<file path="src/rtl/pace_pkg.sv">
// Shared types and constants for the pace profile sequencer: FSM states,
// mode codes, fixed-mode periods and the hybrid segment table.
package pace_pkg;

  typedef enum logic [1:0] {
    ST_IDLE  = 2'd0,
    ST_RUN   = 2'd1,
    ST_PAUSE = 2'd2,
    ST_DONE  = 2'd3
  } state_e;

  localparam logic [1:0] MODE_WALK   = 2'b00;
  localparam logic [1:0] MODE_JOG    = 2'b01;
  localparam logic [1:0] MODE_RUN    = 2'b10;
  localparam logic [1:0] MODE_HYBRID = 2'b11;

  localparam logic [31:0] PERIOD_WALK = 32'd1562500;
  localparam logic [31:0] PERIOD_JOG  = 32'd781250;
  localparam logic [31:0] PERIOD_RUN  = 32'd390625;

  localparam int         SEG_COUNT = 11;
  localparam logic [3:0] SEG_LAST  = 4'(SEG_COUNT - 1);

  typedef struct packed {
    logic [6:0]  dur;
    logic [31:0] period;
  } seg_t;

  function automatic seg_t seg_entry(input logic [3:0] idx);
    seg_t e;
    case (idx)
      4'd0:    e = '{dur: 7'd1,  period: 32'd2500000};
      4'd1:    e = '{dur: 7'd1,  period: 32'd1515151};
      4'd2:    e = '{dur: 7'd1,  period: 32'd757575};
      4'd3:    e = '{dur: 7'd1,  period: 32'd1851851};
      4'd4:    e = '{dur: 7'd1,  period: 32'd714285};
      4'd5:    e = '{dur: 7'd1,  period: 32'd1666666};
      4'd6:    e = '{dur: 7'd1,  period: 32'd2631578};
      4'd7:    e = '{dur: 7'd2,  period: 32'd1515151};
      4'd8:    e = '{dur: 7'd64, period: 32'd724637};
      4'd9:    e = '{dur: 7'd6,  period: 32'd147058};
      4'd10:   e = '{dur: 7'd65, period: 32'd403225};
      default: e = '{dur: 7'd1,  period: 32'd0};
    endcase
    return e;
  endfunction

  function automatic logic [31:0] fixed_period(input logic [1:0] mode);
    case (mode)
      MODE_WALK: return PERIOD_WALK;
      MODE_JOG:  return PERIOD_JOG;
      MODE_RUN:  return PERIOD_RUN;
      default:   return 32'd0;
    endcase
  endfunction

endpackage

</file>
<file path="src/rtl/sec_tick_gen.sv">
// Clock divider producing a one-cycle tick on the last cycle of each
// CLK_HZ-cycle second; holds its count while disabled.
module sec_tick_gen #(
  parameter int CLK_HZ = 100_000_000
) (
  input  logic clk_i,
  input  logic rst_ni,
  input  logic en_i,
  input  logic clr_i,
  output logic tick_o
);

  localparam int            CW   = (CLK_HZ > 1) ? $clog2(CLK_HZ) : 1;
  localparam logic [CW-1:0] LAST = CW'(CLK_HZ - 1);

  logic [CW-1:0] cnt_q, cnt_d;

  assign tick_o = en_i && (cnt_q == LAST);

  always_comb begin
    cnt_d = cnt_q;
    if (clr_i)
      cnt_d = '0;
    else if (en_i)
      cnt_d = tick_o ? '0 : cnt_q + CW'(1);
  end

  always_ff @(posedge clk_i) begin
    if (!rst_ni)
      cnt_q <= '0;
    else
      cnt_q <= cnt_d;
  end

endmodule

</file>
<file path="src/rtl/pace_profile_sequencer.sv">
// Pace-mode controller: tracks run time, walks the hybrid segment table and
// hands each new half-period to the pulse generator over UPD/UPD_ACK.
module pace_profile_sequencer
  import pace_pkg::*;
#(
  parameter int CLK_HZ = 100_000_000
) (
  input  logic        CLK,
  input  logic        RESET_N,
  input  logic        START,
  input  logic [1:0]  MODE,
  output logic [31:0] PERIOD,
  output logic        UPD,
  input  logic        UPD_ACK,
  output logic        RUN_EN,
  output logic [3:0]  SEGMENT,
  output logic [31:0] ELAPSED,
  output logic        DONE
);

  state_e      state_q, state_d;
  logic [1:0]  mode_q;
  logic [3:0]  seg_q, seg_d;
  logic [6:0]  seg_left_q, seg_left_d;
  logic [31:0] elapsed_q, elapsed_d;
  logic [31:0] period_q, period_d;
  logic        upd_q, upd_d;
  logic        run_en_q, run_en_d;
  logic        done_q, done_d;

  logic        tick;
  logic        restart;
  logic        div_en;
  logic        div_clr;
  seg_t        next_seg;

  // From IDLE a restart is START; afterwards it is any MODE change.
  always_comb begin
    restart = (state_q == ST_IDLE) ? START : (MODE != mode_q);
    div_en  = (state_q == ST_RUN) && START && !restart;
    div_clr = restart || (state_q == ST_IDLE);
  end

  sec_tick_gen #(
    .CLK_HZ (CLK_HZ)
  ) u_tick (
    .clk_i  (CLK),
    .rst_ni (RESET_N),
    .en_i   (div_en),
    .clr_i  (div_clr),
    .tick_o (tick)
  );

  always_comb begin
    state_d    = state_q;
    seg_d      = seg_q;
    seg_left_d = seg_left_q;
    elapsed_d  = elapsed_q;
    period_d   = period_q;
    upd_d      = upd_q & ~UPD_ACK;
    done_d     = done_q;
    next_seg   = seg_entry(seg_q + 4'd1);

    if (restart) begin
      state_d    = START ? ST_RUN : ST_PAUSE;
      seg_d      = 4'd0;
      seg_left_d = seg_entry(4'd0).dur;
      elapsed_d  = 32'd0;
      period_d   = (MODE == MODE_HYBRID) ? seg_entry(4'd0).period : fixed_period(MODE);
      upd_d      = 1'b1;
      done_d     = 1'b0;
    end else begin
      case (state_q)
        ST_RUN: begin
          if (!START) begin
            state_d = ST_PAUSE;
          end else if (tick) begin
            elapsed_d = (elapsed_q == '1) ? elapsed_q : elapsed_q + 32'd1;
            if (mode_q == MODE_HYBRID) begin
              if (seg_left_q > 7'd1) begin
                seg_left_d = seg_left_q - 7'd1;
              end else if (seg_q == SEG_LAST) begin
                state_d  = ST_DONE;
                period_d = 32'd0;
                upd_d    = 1'b1;
                done_d   = 1'b1;
              end else begin
                seg_d      = seg_q + 4'd1;
                seg_left_d = next_seg.dur;
                period_d   = next_seg.period;
                upd_d      = 1'b1;
              end
            end
          end
        end
        ST_PAUSE: begin
          if (START)
            state_d = ST_RUN;
        end
        default: ;
      endcase
    end

    run_en_d = (state_d == ST_RUN) && (period_d != 32'd0);
  end

  always_ff @(posedge CLK) begin
    if (!RESET_N) begin
      state_q    <= ST_IDLE;
      mode_q     <= 2'b00;
      seg_q      <= 4'd0;
      seg_left_q <= 7'd0;
      elapsed_q  <= 32'd0;
      period_q   <= 32'd0;
      upd_q      <= 1'b0;
      run_en_q   <= 1'b0;
      done_q     <= 1'b0;
    end else begin
      state_q    <= state_d;
      mode_q     <= MODE;
      seg_q      <= seg_d;
      seg_left_q <= seg_left_d;
      elapsed_q  <= elapsed_d;
      period_q   <= period_d;
      upd_q      <= upd_d;
      run_en_q   <= run_en_d;
      done_q     <= done_d;
    end
  end

  assign PERIOD  = period_q;
  assign UPD     = upd_q;
  assign RUN_EN  = run_en_q;
  assign SEGMENT = seg_q;
  assign ELAPSED = elapsed_q;
  assign DONE    = done_q;

endmodule

</file>
<file path="config.mk">
export PLATFORM = sky130hd
export DESIGN_NAME = pace_profile_sequencer
export DESIGN_NICKNAME = d
export VERILOG_FILES = /design/src/rtl/pace_pkg.sv /design/src/rtl/sec_tick_gen.sv /design/src/rtl/pace_profile_sequencer.sv
export SDC_FILE = /design/constraint.sdc
export NUM_CORES = 1
export LEC_CHECK = 0
export ABC_AREA = 0
export ABC_CLOCK_PERIOD_IN_PS = 10600
export CAP_MARGIN = 30
export CORE_MARGIN = 10
export CORE_UTILIZATION = 60
export CTS_BUF_LIST = sky130_fd_sc_hd__clkbuf_4
export CTS_CLUSTER_SIZE = 40
export DETAILED_ROUTE_END_ITERATION = 6
export PLACE_DENSITY = 0.83
export SYNTH_ARGS = -nofsm -noshare
export SYNTH_HDL_FRONTEND = slang
export SYNTH_HIERARCHICAL = 1
export SYNTH_SLANG_ARGS = --single-unit
</file>
<file path="constraint.sdc">
create_clock -name CLK -period 10.6 [get_ports CLK]
set_input_delay 1.06 -clock CLK [delete_from_list [all_inputs] [get_ports CLK]]
set_output_delay 1.06 -clock CLK [all_outputs]
set_load 0.01 [all_outputs]
</file>
==> results.md <==
- H-tree levels: 3
- Vias in the first global route: 5320
- WL per Instance: 17.2 microns
- Total Wirelength: 16.0 mm
- Setup-failing EPs final: 0
- CP Launch Type: primary input
- Slew Viols, Final: 0
- Maximum VDD drop: 70.8 uV
- Number of remaining DRC errors: 0
- Syn nets: 775
- Top_reg_cell synth: dfxtp_1
- Power Density: 104 mW/mm^2
- Synth async-reset ratio: 0
- Crit share post-route: 0.535
- Final hold vios: 0
- Width of the die: 121 microns
- Net Switching: 214 uW
- Status: finished clean
- Rows: 36
- Reg area: 0.00218 sq mm
- FF+latch count, synth: 109
- Die height: 121 microns
- Internal power: 513 uW
- Clock Power Share: 0.283
- 1st-iter DRT viols: 521
- Antenna-violating nets left: 0
- Sw frac: 0.294
- Fin util: 0.711
- Crit Path Max Fanout: 19
- Worst setup margin: 4930 ps
- Clk pin slew, worst setup/hold paths: 180 ps
- CTS Buf Count: 9
- Core box area: 0.00986 sq mm
- TritonCTS clock tree: done
- Critical path arrival: 6070 ps
- Post-route minimum period: 5670 ps
- Final net count: 824
- Total number of vias: 5738
- Clk_lat worst skew: 470 ps
- Tightest Pin Transition: 976 ps
- Total track usage: 0.214
- Multi-input combinational cell area: 0.00365 sq mm
- Synth Instances: 747
- Initial core utilization: 0.623
- EDFF count, synth: 0
- Max cap viols: 0
- Yosys Warn Count: 6
- Routed vias/inst: 6.14
- Initial antenna violation count: 0
- DPL Wire Length: 11.7 mm
- # diodes: 0
- First-pass GRT wire length: 26.2 mm
- Crit path required time: 11000 ps
- Distinct cells, synth: 80
- R2r setup slk: 5520 ps
- CTS max path bufs: 2
- RSZ-0062 raised after global routing: no
- Clock root buffer: clkbuf_4
- Netlist Area Pre-Place: 0.00615 sq mm
- CTS-repair resized insts: 0
- Type of the tightest min-delay check: register to register
- Dpl ws: 4540 ps
- GP Congestion: 1.00
- Sequential area share after synthesis: 0.355
- Grt total ovfl: 0
- Sequential Power Share: 0.588
- Syn avg cell area: 8.23 sq um
- I/O pin total: 77
- LEAKAGE: 0.00231 uW
- Filler cells: 793
- First-pass DRT Iterations: 6
- Ratio of cells with drive above 1 in the final layout: 0.0612
- Overall die area: 0.0147 sq mm
- Clock sinks: 109
- CP Capture Type: register
- Logic pwr share: 0.129
- Max-slew headroom: 0.349
- Design Power: 727 uW
- CTS Hold Bufs: 0
- Setup bufs post-CTS: 0
- Sum Neg Setup Slack: 0 ps
- Pin count of the biggest net entering global routing: 44
- Max frequency: 176 MHz
- Synth-to-layout area growth: 14.1%
- Setup CP Type: primary input to register
- Port bufs: 76
- Final Skew: 19.7 ps
-- cell type report --
type                            instances  area share
Clock inverter                          7     0.00963
Tap cell                              133      0.0237
Timing Repair Buffer                   80       0.113
Sequential cell                       109       0.311
Multi-Input combinational cell        572       0.520
Clock buffer                            9     0.00963
Inverter                               24      0.0128
-- worst paths after layout --
kind | from | cells past startpoint | endpoint
max | MODE[1] | 16 | RUN_EN
min | UPD | 2 | UPD
min reg2reg | UPD | 2 | UPD
max reg2reg | state_q[1] | 16 | RUN_EN
-- synth_stat cells, drive strengths merged, types with 5 or more instances --
cell type	number	area, sq um
a211oi	8	60.1
a21oi	42	229
a31oi	8	50.1
and2	10	63.8
and3	23	146
and4	6	55.1
buf	15	126
clkbuf	27	101
dfxtp	109	2180
ha	22	275
inv	23	86.3
mux2i	7	70.1
nand2	66	255
nand2b	7	43.8
nand3	32	190
nand4	18	128
nor2	105	404
nor3	21	121
nor4	13	100
o211ai	6	50.1
o21ai	30	150
o22ai	9	56.3
o311ai	5	43.8
o31ai	14	119
or3	6	47.5
or4	12	101
xnor2	17	149
xor2	37	324
-- layout by cell type (no fill, tap or decap), types with 10 or more instances in the layout --
| cell | instances |
|---|---|
| nand4_1 | 17 |
| o21ai_0 | 27 |
| inv_1 | 23 |
| nand3_1 | 29 |
| nand2_1 | 65 |
| and3_1 | 21 |
| nor2_1 | 103 |
| clkdlybuf4s50_1 | 76 |
| dfxtp_1 | 109 |
| o31ai_1 | 13 |
| xor2_1 | 37 |
| nor3_1 | 19 |
| a21oi_1 | 39 |
| nor4_1 | 10 |
| xnor2_1 | 17 |
| ha_1 | 22 |
-- critical path, cell delays in order --
cell             delay [ps]
clkdlybuf4s50_1         610
xor2_1                  160
nor3_1                  520
inv_1                   250
nor2_1                  320
and3_1                  350
nand3_4                 230
nor3_1                  350
and3_1                  310
nand3_1                 390
nor3_4                  690
o221a_1                 320
a21oi_1                  60
o2111ai_1               180
nor3_1                   60
a41oi_1                 210
-- power by group through the flow --
stage	registers [uW]	logic [uW]	clock network (uW)
after detailed placement	436	92.5	0
after global routing	429	103	227
after floorplan	438	55.6	0
after CTS	428	93.0	213
after global placement	436	91.1	0
final	428	93.5	206
-- through the flow --
step | hold slack, ps | cell area (sq um) | cells
5_1_grt | 500 | 7010 | 934
6_report | 490 | 7010 | 934
2_1_floorplan | 446 | 6150 | 747
3_5_place_dp | 463 | 6880 | 918
3_3_place_gp | 462 | 6880 | 918
4_1_cts | 483 | 7010 | 934
-- registers in the layout, summed over array words and instances (netlist names) --
| register | cells |
|---|---|
| SEGMENT | 4 |
| mode_q | 2 |
| RUN_EN | 1 |
| seg_left_q | 7 |
| u_tick/cnt_q | 27 |
| DONE | 1 |
| state_q | 2 |
| UPD | 1 |
| PERIOD | 32 |
| ELAPSED | 32 |
-- cells by family after synthesis --
family	share of synthesized area
AOI/OAI and AO/OA	0.174
xor gates and xnor gates	0.0769
adders and majority gates	0.0464
buffers and inverters	0.0517
DFF	0.355
muxes	0.0114
and+or+nand+nor	0.285
-- metal layers --
layer | up-vias | track usage | part of all wire
li1 | 2799 | - | -
met2 | 221 | 0.338 | 0.47
met5 | - | 0 | 0
met3 | 24 | 0.0554 | 0.084
met1 | 2694 | 0.282 | 0.44
met4 | 0 | 0.0581 | 0.011
Note: power is estimated with default switching activity, not from simulation.
